[config.mk]
export PLATFORM = sky130hd
export DESIGN_NAME = alu_sequencer
export DESIGN_NICKNAME = d
export VERILOG_FILES = /design/src/rtl/alu_seq_pkg.sv /design/src/rtl/alu_seq_regfile.sv /design/src/rtl/alu_sequencer.sv
export SDC_FILE = /design/constraint.sdc
export NUM_CORES = 1
export LEC_CHECK = 0
export CORE_ASPECT_RATIO = 1.2
export CORE_MARGIN = 2
export CORE_UTILIZATION = 42
export CTS_CLUSTER_SIZE = 40
export DETAILED_ROUTE_END_ITERATION = 16
export PLACE_DENSITY = 0.72
export SLEW_MARGIN = 15
export SYNTH_ARGS = -nofsm -noshare
export SYNTH_HDL_FRONTEND = slang
export SYNTH_SLANG_ARGS = --single-unit
[constraint.sdc]
create_clock -name clk -period 4.47 [get_ports clk]
set_input_delay 0.894 -clock clk [delete_from_list [all_inputs] [get_ports clk]]
set_output_delay 0.894 -clock clk [all_outputs]
set_load 0.005 [all_outputs]
[src/rtl/alu_seq_pkg.sv]
// Shared constants and types for the ALU sequencer: ALU op codes, instruction
// opcodes, instruction field positions and the FSM state encoding.
package alu_seq_pkg;

  localparam int unsigned DataW  = 8;
  localparam int unsigned NRegs  = 4;
  localparam int unsigned InstrW = 15;

  localparam logic [1:0] AluAdd = 2'b00;
  localparam logic [1:0] AluSub = 2'b01;
  localparam logic [1:0] AluAnd = 2'b10;
  localparam logic [1:0] AluNot = 2'b11;

  localparam logic [2:0] OpAdd  = 3'b000;
  localparam logic [2:0] OpSub  = 3'b001;
  localparam logic [2:0] OpAnd  = 3'b010;
  localparam logic [2:0] OpNot  = 3'b011;
  localparam logic [2:0] OpLdi  = 3'b100;
  localparam logic [2:0] OpAddi = 3'b101;
  localparam logic [2:0] OpTst  = 3'b110;
  localparam logic [2:0] OpRsv  = 3'b111;

  localparam int unsigned OpMsb  = 14;
  localparam int unsigned OpLsb  = 12;
  localparam int unsigned RdMsb  = 11;
  localparam int unsigned RdLsb  = 10;
  localparam int unsigned RsMsb  = 9;
  localparam int unsigned RsLsb  = 8;
  localparam int unsigned ImmMsb = 7;
  localparam int unsigned ImmLsb = 0;

  typedef enum logic [1:0] {
    StIdle,
    StExec,
    StResp
  } state_e;

endpackage

[src/rtl/alu_seq_regfile.sv]
// Small register file: two asynchronous read ports, one synchronous write port,
// all entries cleared by the asynchronous active-low reset.
module alu_seq_regfile #(
  parameter int unsigned DataW = 8,
  parameter int unsigned NRegs = 4,
  localparam int unsigned AddrW = $clog2(NRegs)
) (
  input  logic             clk_i,
  input  logic             rst_ni,
  input  logic [AddrW-1:0] rd_addr_i,
  input  logic [AddrW-1:0] rs_addr_i,
  output logic [DataW-1:0] rd_data_o,
  output logic [DataW-1:0] rs_data_o,
  input  logic             we_i,
  input  logic [AddrW-1:0] waddr_i,
  input  logic [DataW-1:0] wdata_i
);

  logic [DataW-1:0] regs_q [NRegs];

  always_ff @(posedge clk_i or negedge rst_ni) begin
    if (!rst_ni) begin
      regs_q <= '{default: '0};
    end else if (we_i) begin
      regs_q[waddr_i] <= wdata_i;
    end
  end

  assign rd_data_o = regs_q[rd_addr_i];
  assign rs_data_o = regs_q[rs_addr_i];

endmodule

[src/rtl/alu_sequencer.sv]
// Serial instruction sequencer around an external 8-bit combinational ALU:
// accept, execute for one cycle with write-back, then hold the response.
module alu_sequencer
  import alu_seq_pkg::*;
#(
  parameter int unsigned DATA_W = DataW,
  parameter int unsigned NREGS  = NRegs
) (
  input  logic              clk,
  input  logic              rst_n,
  input  logic              in_valid,
  output logic              in_ready,
  input  logic [InstrW-1:0] in_instr,
  output logic [1:0]        alu_op,
  output logic [DATA_W-1:0] alu_a,
  output logic [DATA_W-1:0] alu_b,
  input  logic [DATA_W-1:0] alu_result,
  input  logic              alu_zero,
  output logic              out_valid,
  input  logic              out_ready,
  output logic [DATA_W-1:0] out_result,
  output logic              out_zero,
  output logic              out_ovf,
  output logic              out_err
);

  state_e state_q, state_d;

  logic [InstrW-1:0] instr_q;
  logic [2:0]        op;
  logic [1:0]        rd, rs;
  logic [DATA_W-1:0] imm;
  logic [DATA_W-1:0] rd_data, rs_data;

  logic              exec;
  logic              we;
  logic              is_arith;
  logic [DATA_W-1:0] b_eff;
  logic [DATA_W-1:0] result_d;
  logic              zero_d, ovf_d, err_d;

  logic              out_valid_q;
  logic [DATA_W-1:0] out_result_q;
  logic              out_zero_q, out_ovf_q, out_err_q;

  assign op   = instr_q[OpMsb:OpLsb];
  assign rd   = instr_q[RdMsb:RdLsb];
  assign rs   = instr_q[RsMsb:RsLsb];
  assign imm  = instr_q[ImmMsb:ImmLsb];
  assign exec = (state_q == StExec);

  assign in_ready = (state_q == StIdle);

  always_comb begin
    state_d = state_q;
    case (state_q)
      StIdle:  if (in_valid) state_d = StExec;
      StExec:  state_d = StResp;
      StResp:  if (out_ready) state_d = StIdle;
      default: state_d = StIdle;
    endcase
  end

  always_ff @(posedge clk or negedge rst_n) begin
    if (!rst_n) begin
      state_q <= StIdle;
      instr_q <= '0;
    end else begin
      state_q <= state_d;
      if (in_ready && in_valid) instr_q <= in_instr;
    end
  end

  alu_seq_regfile #(
    .DataW (DATA_W),
    .NRegs (NREGS)
  ) u_regfile (
    .clk_i     (clk),
    .rst_ni    (rst_n),
    .rd_addr_i (rd),
    .rs_addr_i (rs),
    .rd_data_o (rd_data),
    .rs_data_o (rs_data),
    .we_i      (we),
    .waddr_i   (rd),
    .wdata_i   (alu_result)
  );

  // ALU is driven only while executing; idle/response cycles present zeros.
  always_comb begin
    alu_op = AluAdd;
    alu_a  = '0;
    alu_b  = '0;
    if (exec) begin
      case (op)
        OpAdd:   begin alu_op = AluAdd; alu_a = rd_data; alu_b = rs_data; end
        OpSub:   begin alu_op = AluSub; alu_a = rd_data; alu_b = rs_data; end
        OpAnd:   begin alu_op = AluAnd; alu_a = rd_data; alu_b = rs_data; end
        OpNot:   begin alu_op = AluNot; alu_a = rd_data; alu_b = rs_data; end
        OpLdi:   begin alu_op = AluAdd; alu_a = '0;      alu_b = imm;     end
        OpAddi:  begin alu_op = AluAdd; alu_a = rd_data; alu_b = imm;     end
        OpTst:   begin alu_op = AluAdd; alu_a = rd_data; alu_b = '0;      end
        default: begin alu_op = AluAdd; alu_a = '0;      alu_b = '0;      end
      endcase
    end
  end

  assign we       = exec && (op != OpTst) && (op != OpRsv);
  assign is_arith = (op == OpAdd) || (op == OpSub) || (op == OpAddi);
  assign b_eff    = (op == OpSub) ? ~alu_b : alu_b;

  always_comb begin
    err_d    = (op == OpRsv);
    result_d = err_d ? '0 : alu_result;
    ovf_d    = is_arith && (alu_a[DATA_W-1] == b_eff[DATA_W-1]) &&
               (alu_result[DATA_W-1] != alu_a[DATA_W-1]);
    if (err_d) begin
      zero_d = 1'b1;
    end else if (op == OpTst) begin
      zero_d = alu_zero;
    end else begin
      zero_d = (alu_result == '0);
    end
  end

  // Response payload only changes on the EXEC->RESP edge; valid drops on handshake.
  always_ff @(posedge clk or negedge rst_n) begin
    if (!rst_n) begin
      out_valid_q  <= 1'b0;
      out_result_q <= '0;
      out_zero_q   <= 1'b0;
      out_ovf_q    <= 1'b0;
      out_err_q    <= 1'b0;
    end else if (exec) begin
      out_valid_q  <= 1'b1;
      out_result_q <= result_d;
      out_zero_q   <= zero_d;
      out_ovf_q    <= ovf_d;
      out_err_q    <= err_d;
    end else if ((state_q == StResp) && out_ready) begin
      out_valid_q  <= 1'b0;
    end
  end

  assign out_valid  = out_valid_q;
  assign out_result = out_result_q;
  assign out_zero   = out_zero_q;
  assign out_ovf    = out_ovf_q;
  assign out_err    = out_err_q;

endmodule

==> flow_summary.yaml, run 1 <==
outcome:
  status: "finished, final reports clean"
layout:
  utilization: 0.556
  diodes: 0
  area_delta_synth_final_pct: 28.0
  layout_common_cells: "dfrtp_1 (61), clkdlybuf4s50_1 (57), mux2_2 (42)"
  drive_gt1_frac: 0.276
  nets: 309
  final_common_cell: "dfrtp_1"
setup_path:
  worst_ep_required_time_ns: 3.58
  end_kind: "output pin"
  path_buf_inv: 1
  cp_slowest_cell: "dfrtp_1"
  critPathArrivalTime_ns: 2.40
  cp-startpoint: "instr_q[10]$_DFFE_PN0P_"
  slowest_delay_ns: 0.83
  path_delay_family: "flip-flops"
  timing.critical_path.cells: "mux4_2, nor2b_1, clkdlybuf4s50_1"
  worstSetupPathType: "register to output pin"
  reg2regPathDepth: 3
  reg2reg_to: "out_result[5]$_DFFE_PN0P_"
  reg2reg_slack_ns: 2.28
  critPathLaunchType: "register"
  worstReg2RegStart: "state_q[1]$_DFFE_PN0P_"
  crit_path_max_fanout: 13
logic_synthesis:
  avgSynthCellArea_um2: 13.4
  syn_inst: 222
  ys_types: 38
  netlist_area_um2: 2980
  yosysTopAreaCellShare: 0.513
  synth_seq_area_share: 0.513
  yosysTopAreaCell: "dfrtp_1"
  yosys_warnings: 0
  synthTopCellsByArea: "dfrtp_1 (51%), mux2_2 (16%), mux4_2 (11%)"
  synth-seq-cells: 61
  synth_nets: 250
pwr:
  pwr-share-clk: 0.173
  combPwrFrac: 0.421
  pwr-share-seq: 0.406
  p_switching_mw: 0.921
  p_per_area_nw_per_um2: 729
  p_int_mw: 1.85
  switching_share: 0.332
  irDropWorstVdd_mv: 0.382
  p_leak_nw: 1.54
global_routing:
  grt_max_degree: 32
  grtUsageTotal: 0.192
  gr-total-overflow: 0
  grt_pass1_vias: 2134
  grt_pass1_wl_um: 10900
  antenna_found_initial: 0
clock_network:
  insertion_delay_ns: 0.34
  cts_resized: 0
  h-tree-depth: 3
  cts_inserted_buffers: 9
  clk_path_buf_depth: 2
  cts_setup_buffers: 0
  cts_tree: "done"
  cts.reportedPaths.clkPinSlew_ns: 0.07
  ctsHoldBuffers: 0
  cts_sinks: 61
  cts-root-buf: "clkbuf_8"
floorplan:
  io-pin-count: 59
  die_h_um: 96.2
  die_x_um: 80.8
  die_area_um2: 7780
  rows: 33
  core_um2: 6850
  initial_core_util: 0.434
worst_hold_path:
  hold_class: "register to register"
  hold_path.startpoint: "out_zero$_DFFE_PN0P_"
  hold_end: "out_zero$_DFFE_PN0P_"
  min_path_cells: 2
route:
  wl_um: 6760
  post_drt_wl_per_cell_um: 18.1
  via_count: 2052
  drtIter0Drc: 76
  drt_first_pass_iters: 4
  drc_errors: 0
  antenna_left: 0
  viasPerCell: 5.50
timing:
  maxSlewViolCount: 0
  fin_crit_sh: 0.738
  grt_setup_unrepaired: "no"
  fin_skew_ns: 0.00503
  hold_viol: 0
  fin_tns_setup_ns: 0
  max_freq_mhz: 303
  setup_viol: 0
  worst_pin_slew_ns: 0.888
  finalCriticalPeriod_ns: 3.30
  slew_headroom: 0.408
place:
  gp_congestion: 0.767
  portBuffers: 58
  dpl.hpwl_um: 4770
flow_run:
  max-cap-violations: 0
final cells by class:
cell class | count | area [um^2]
fillers | 599 | 3050
flip-flops and latches | 61 | 1530
multi-input cells | 146 | 1380
repair buffers | 59 | 583
clock buffers | 12 | 145
well taps | 87 | 109
clock inverters | 4 | 47.5
inverters | 4 | 15.0
routing by layer:
layer,part of all wire,up-vias,global-route usage
met5,0,-,0
met4,0.013,0,0.0904
met3,0.039,10,0.0375
met2,0.50,44,0.314
met1,0.45,1051,0.246
li1,-,947,-
state kept, by name, indices dropped and copies added (netlist names):
signal / count
u_regfile.regs_q: 32
instr_q: 15
out_result: 8
state_q: 2
out_err: 1
out_ovf: 1
out_valid: 1
out_zero: 1
worst register-to-register path, stage by stage (launching register included):
cell	delay [ns]
dfrtp_1	0.46
nand2b_1	0.59
a31oi_1	0.84
a22o_1	0.24
per-stage QoR:
step	hold slack [ns]	power, mW	area, um^2	setup WS (ns)	cells
final	0.502	2.78	3810	1.17	373
after global routing	0.526	2.96	3810	1.02	373
after CTS	0.507	2.80	3810	1.13	373
after detailed placement	0.491	2.31	3620	1.51	357
after global placement	0.485	2.27	3620	1.52	357
after floorplan	0.473	1.86	2980	2.24	222
cell usage after synthesis, drive strengths merged:
cell type,n
o22ai,1
a22o,8
nand2,12
mux2i,3
o31ai,1
a21boi,1
a31oi,1
a211o,1
mux2,45
nand3b,1
inv,4
a22oi,7
or3b,1
mux4,15
xor2,1
nand2b,4
nor4,2
o21ai,4
nor3,4
clkbuf,5
nor2,14
dfrtp,61
or4,1
and2,1
a21oi,4
nor2b,7
buf,6
nand3,2
and3,2
nand4,2
and2b,1
power groups by stage:
stage          Sequential, mW  Clock [mW]  Combinational, mW
2_1_floorplan           0.979           0              0.884
3_3_place_gp             1.12           0               1.15
5_1_grt                  1.17       0.514               1.27
3_5_place_dp             1.14           0               1.17
4_1_cts                  1.13       0.498               1.18
6_report                 1.13       0.481               1.17
cell families (layout without fill, tap and decap cells):
kind of cell    count (synthesis)  count (layout)  synth area share
mux                            63              63             0.294
compound gates                 28              28            0.0690
flops                          61              61             0.513
simple gates                   54              54            0.0988
xor+xnor                        1               1           0.00294
buf+inv                        15              79            0.0223
worst max path at each step:
stage                     to  cells past startpoint  slack (ns)
floorplan           alu_b[6]                      4        2.24
global route        alu_a[7]                      4        1.02
finish              alu_a[6]                      3        1.17
global placement    alu_a[7]                      4        1.52
CTS                 alu_a[6]                      3        1.13
detailed placement  alu_a[1]                      3        1.51
No activity file was read; power rests on OpenSTA's default activity.
==> run 2, diff against run 1 <==
--- a/config.mk
+++ b/config.mk
@@ -10,7 +10,7 @@
 export CORE_UTILIZATION = 42
 export CTS_CLUSTER_SIZE = 40
 export DETAILED_ROUTE_END_ITERATION = 16
-export PLACE_DENSITY = 0.72
+export PLACE_DENSITY = 0.75
 export SLEW_MARGIN = 15
 export SYNTH_ARGS = -nofsm -noshare
 export SYNTH_HDL_FRONTEND = slang
==> constraint.sdc (replaced) <==
create_clock -name clk -period 2.8 [get_ports clk]
set_input_delay 0.56 -clock clk [delete_from_list [all_inputs] [get_ports clk]]
set_output_delay 0.56 -clock clk [all_outputs]
set_load 0.005 [all_outputs]
==> run 2 against run 1 <==
Effect of this change: critical path type unchanged; non-clock buffer count is 16 higher; critical endpoint is now alu_a[7]; cell count is 4.3% higher; combinational power is 74% higher; global-route usage is 1.3 points higher; sequential power is 56% higher; clock-buffer cell count is 1 lower; worst setup slack worse by 1.1 ns; via count is 5.3% higher; register-to-register slack worse by 1.5 ns; design area is 3.6% higher; largest power group unchanged; hold slack worse by 0.38 ns.
==> flow_summary.yaml, run 2 (synthesis results as in run 1) <==
timing:
  finalWorstSetupSlack_ns: 0.112
  finalCriticalPeriod_ns: 2.69
  fin_skew_ns: 0.00850
  maxSlewViolCount: 0
  timing.hold.ws_ns: 0.120
  slew_headroom: 0.497
  max_freq_mhz: 372
  worst_pin_slew_ns: 0.752
  fin_tns_setup_ns: 0
  grt_setup_unrepaired: "no"
  setup_viol: 0
  hold_viol: 0
  fin_crit_sh: 0.960
global_routing:
  grt_pass1_wl_um: 11600
  grt_pass1_vias: 2159
  grtUsageTotal: 0.205
  grt_max_degree: 26
  gr-total-overflow: 0
  antenna_found_initial: 0
setup_path:
  critPathArrivalTime_ns: 2.13
  timing.critical_path.cells: "xor2_1, o21ai_1, nand2b_1, inv_1, clkdlybuf4s50_1"
  slowest_delay_ns: 0.47
  path_delay_family: "buffers and inverters"
  end_kind: "output pin"
  critPathLaunchType: "register"
  crit_cells: 5
  worstSetupPathType: "register to output pin"
  path_buf_inv: 2
  worstReg2RegStart: "state_q[1]$_DFFE_PN0P_"
  reg2reg_to: "out_ovf$_DFFE_PN0P_"
  reg2regPathDepth: 6
  worst_ep_required_time_ns: 2.24
  cp-startpoint: "instr_q[13]$_DFFE_PN0P_"
  reg2reg_slack_ns: 0.79
  critPathCapture: "alu_a[7]"
  crit_path_max_fanout: 7
  cp_slowest_cell: "dfrtp_1"
clock_network:
  clk_path_buf_depth: 2
  h-tree-depth: 3
  insertion_delay_ns: 0.34
  cts_tree: "done"
  ctsHoldBuffers: 0
  cts_sinks: 61
  cts.reportedPaths.clkPinSlew_ns: 0.07
  cts_inserted_buffers: 9
  cts_setup_buffers: 0
  cts-root-buf: "clkbuf_8"
route:
  drtIter0Drc: 140
  antenna_left: 0
  drc_errors: 0
  drt_first_pass_iters: 4
  post_drt_wl_per_cell_um: 18.4
  viasPerCell: 5.56
  wl_um: 7160
  via_count: 2161
place:
  pre_cts_slack_ns: 0.364
  gp_congestion: 0.804
  dpl.hpwl_um: 5100
  dp.cells: 373
  placedInstanceArea_um2: 3740
  portBuffers: 58
layout:
  largest_reg_flops: 32
  top_register: "u_regfile.regs_q"
  drive_gt1_frac: 0.321
  final_cells: 389
  final_common_cell: "dfrtp_1"
  diodes: 0
  area_delta_synth_final_pct: 32.6
  utilization: 0.576
  fin_area_um2: 3950
  nets: 325
  layout_common_cells: "dfrtp_1 (59), clkdlybuf4s50_1 (57), mux2_2 (42)"
flow_run:
  max-cap-violations: 0
floorplan:
  die_h_um: 96.2
  die_area_um2: 7780
  core_um2: 6850
  rows: 33
  die_x_um: 80.8
  initial_core_util: 0.434
  io-pin-count: 59
outcome:
  status: "finished, final reports clean"
pwr:
  p_per_area_nw_per_um2: 1170
  finalPower_mw: 4.63
  p_leak_nw: 1.62
  irDropWorstVdd_mv: 0.417
worst_hold_path:
  hold_class: "input port to asynchronous set/reset pin"
[run 2: how the worst min path moves through the flow]
stage               startpoint  slack (ns)  depth (start not counted)                      end
finish                   rst_n        0.12                          1  instr_q[13]$_DFFE_PN0P_
floorplan                rst_n        0.26                          0   instr_q[0]$_DFFE_PN0P_
global placement         rst_n        0.48                          1  instr_q[13]$_DFFE_PN0P_
global route             rst_n        0.13                          1     out_zero$_DFFE_PN0P_
CTS                      rst_n        0.12                          1     out_zero$_DFFE_PN0P_
detailed placement       rst_n        0.49                          1  instr_q[14]$_DFFE_PN0P_
[run 2: report_power, final]
part	total (mW)	leakage, nW	switching (mW)	internal, mW
Combinational	2.03	0.790	0.736	1.30
Sequential	1.76	0.727	0.436	1.33
Clock	0.833	0.107	0.336	0.497
[run 2: per-layer routing]
metal  GRT usage  share of wire
met2       0.293           0.46
met4       0.112          0.030
met5           0              0
met3      0.0732          0.078
met1       0.271           0.44
[run 2: final cells by class]
class                      instances  area (um^2)
fill                             589         2910
inverter                           4         15.0
tap                               87          109
sequential                        61         1530
timing repair buffer              75          703
clock inverter                     5         75.1
multi-input combinational        146         1380
clock buffer                      11          131
[run 2: timing repair]
item,4_1_cts,5_1_grt
resized for setup,1,1
pin swaps,0,0
setup endpoints to repair,2,1
[run 2: worst register-to-register path, cell delays in order, from the launching register on]
cell      delay, ns
dfrtp_1        0.38
buf_4          0.16
nand2b_1       0.30
buf_4          0.28
or4_1          0.49
a211o_1        0.27
nand3_1        0.07
==> run 3, diff against run 2 <==
--- a/config.mk
+++ b/config.mk
@@ -8,6 +8,7 @@
 export CORE_ASPECT_RATIO = 1.2
 export CORE_MARGIN = 2
 export CORE_UTILIZATION = 42
+export CTS_BUF_LIST = sky130_fd_sc_hd__clkbuf_16
 export CTS_CLUSTER_SIZE = 40
 export DETAILED_ROUTE_END_ITERATION = 16
 export PLACE_DENSITY = 0.75
==> run 3 against run 2 <==
Effect of this change: global-route usage is 0.30 points lower; critical endpoint unchanged; largest cell class unchanged; hold slack better by 0.030 ns; clock power is 36% higher; highest routed layer unchanged; register-to-register slack hardly changed; worst setup slack better by 0.040 ns; via count hardly changed; maximum frequency is 1.5% higher; sequential share of layout area is 0.97 points lower; die area stayed put; combinational power hardly changed; clock-buffer cell count is 2 lower; largest power group unchanged.
==> flow_summary.yaml, run 3 (synthesis results as in run 1) <==
setup_path:
  critPathLaunchType: "register"
  cp-startpoint: "instr_q[13]$_DFFE_PN0P_"
  end_kind: "output pin"
  worst_ep_required_time_ns: 2.24
  worstReg2RegStart: "state_q[1]$_DFFE_PN0P_"
  crit_path_max_fanout: 7
  worstSetupPathType: "register to output pin"
  critPathArrivalTime_ns: 2.09
timing:
  fin_crit_sh: 0.946
  fin_tns_setup_ns: 0
  slew_headroom: 0.492
  finalWorstSetupSlack_ns: 0.153
  setup_viol: 0
  fin_skew_ns: 0.00466
  max_freq_mhz: 378
  worst_pin_slew_ns: 0.759
  maxSlewViolCount: 0
  finalCriticalPeriod_ns: 2.65
  hold_viol: 0
  grt_setup_unrepaired: "no"
clock_network:
  cts-root-buf: "clkbuf_16"
  cts_inserted_buffers: 9
  cts_sinks: 61
  h-tree-depth: 3
  cts.reportedPaths.clkPinSlew_ns: 0.05
  cts_setup_buffers: 0
  clk_path_buf_depth: 2
  insertion_delay_ns: 0.32
  cts_tree: "done"
global_routing:
  grt_pass1_vias: 2146
  gr-total-overflow: 0
  grt_max_degree: 26
  antenna_found_initial: 0
  grt_pass1_wl_um: 11500
  grtUsageTotal: 0.202
layout:
  nets: 325
  utilization: 0.590
  drive_gt1_frac: 0.321
  layout_common_cells: "dfrtp_1 (59), clkdlybuf4s50_1 (57), mux2_2 (42)"
  fin_area_um2: 4050
  largest_reg_flops: 32
  final_cells: 389
  diodes: 0
  area_delta_synth_final_pct: 36.0
  final_common_cell: "dfrtp_1"
  top_register: "u_regfile.regs_q"
floorplan:
  die_area_um2: 7780
  die_h_um: 96.2
  initial_core_util: 0.434
  die_x_um: 80.8
  core_um2: 6850
  io-pin-count: 59
  rows: 33
route:
  post_drt_wl_per_cell_um: 18.2
  wl_um: 7090
  drt_first_pass_iters: 4
  drtIter0Drc: 168
  drc_errors: 0
  viasPerCell: 5.55
  via_count: 2159
  antenna_left: 0
place:
  pre_cts_slack_ns: 0.364
  dp.cells: 373
  placedInstanceArea_um2: 3740
  dpl.hpwl_um: 5100
  gp_congestion: 0.804
  portBuffers: 58
pwr:
  p_per_area_nw_per_um2: 1220
  irDropWorstVdd_mv: 0.468
  p_leak_nw: 1.68
outcome:
  status: "finished, final reports clean"
flow_run:
  max-cap-violations: 0
worst_hold_path:
  hold_class: "input port to asynchronous set/reset pin"
[run 3: cell count changes in the layout (fill, tap and decap cells not counted), sizes merged]
cell	previous run	this run
clkbuf	11	9
inv	4	6
[run 3: per-layer routing]
metal	share of wire	routed length, um	up-vias	global-route usage
met5	0	0	-	0
met4	0.024	168	0	0.0904
met3	0.074	526	16	0.0685
met2	0.45	3220	79	0.292
met1	0.45	3180	1087	0.275
li1	-	-	977	-
[run 3: repair_timing]
| action | 4_1_cts | 5_1_grt |
|---|---|---|
| endpoints found under the setup margin | 1 | 1 |
| hold buffers | 0 | 0 |
| gates resized for setup | 1 | 1 |
| pin swaps | 0 | 0 |
[run 3: power breakdown]
part / internal, mW / switching, mW / leakage, nW
logic: 1.30 / 0.738 / 0.790
registers: 1.33 / 0.438 / 0.727
clock network: 0.766 / 0.365 / 0.162
[run 3: critical path, stage by stage (launching register included)]
cell and delay (ns):
dfrtp_1 0.45, xor2_1 0.19, o21ai_1 0.39, nand2b_1 0.23
inv_1 0.07, clkdlybuf4s50_1 0.44
[run 3: final cells by class]
cell class,instances,area (um^2)
fill,564,2810
sequential,61,1530
multi-input combinational,146,1380
timing repair buffer,75,703
clock buffer,9,225
tap,87,109
clock inverter,7,82.6
inverter,4,15.0
[run 3: path summary, 6_finish.rpt]
check	depth (start not counted)	to	slack (ns)
worst max-delay path	5	alu_a[7]	0.15
worst min-delay path	1	instr_q[12]$_DFFE_PN0P_	0.15
worst min register to register	1	instr_q[5]$_DFFE_PN0P_	0.51
max in group asynchronous	2	instr_q[8]$_DFFE_PN0P_	1.93
min in group clk	1	instr_q[5]$_DFFE_PN0P_	0.51
worst max register to register	5	out_result[7]$_DFFE_PN0P_	0.79
[run 3: through the flow]
stage / hold slack, ns / power (mW)
after detailed placement: 0.492 / 3.80
after global placement: 0.481 / 3.74
final: 0.150 / 4.94
after CTS: 0.146 / 4.97
after floorplan: 0.264 / 2.97
after global routing: 0.160 / 5.26
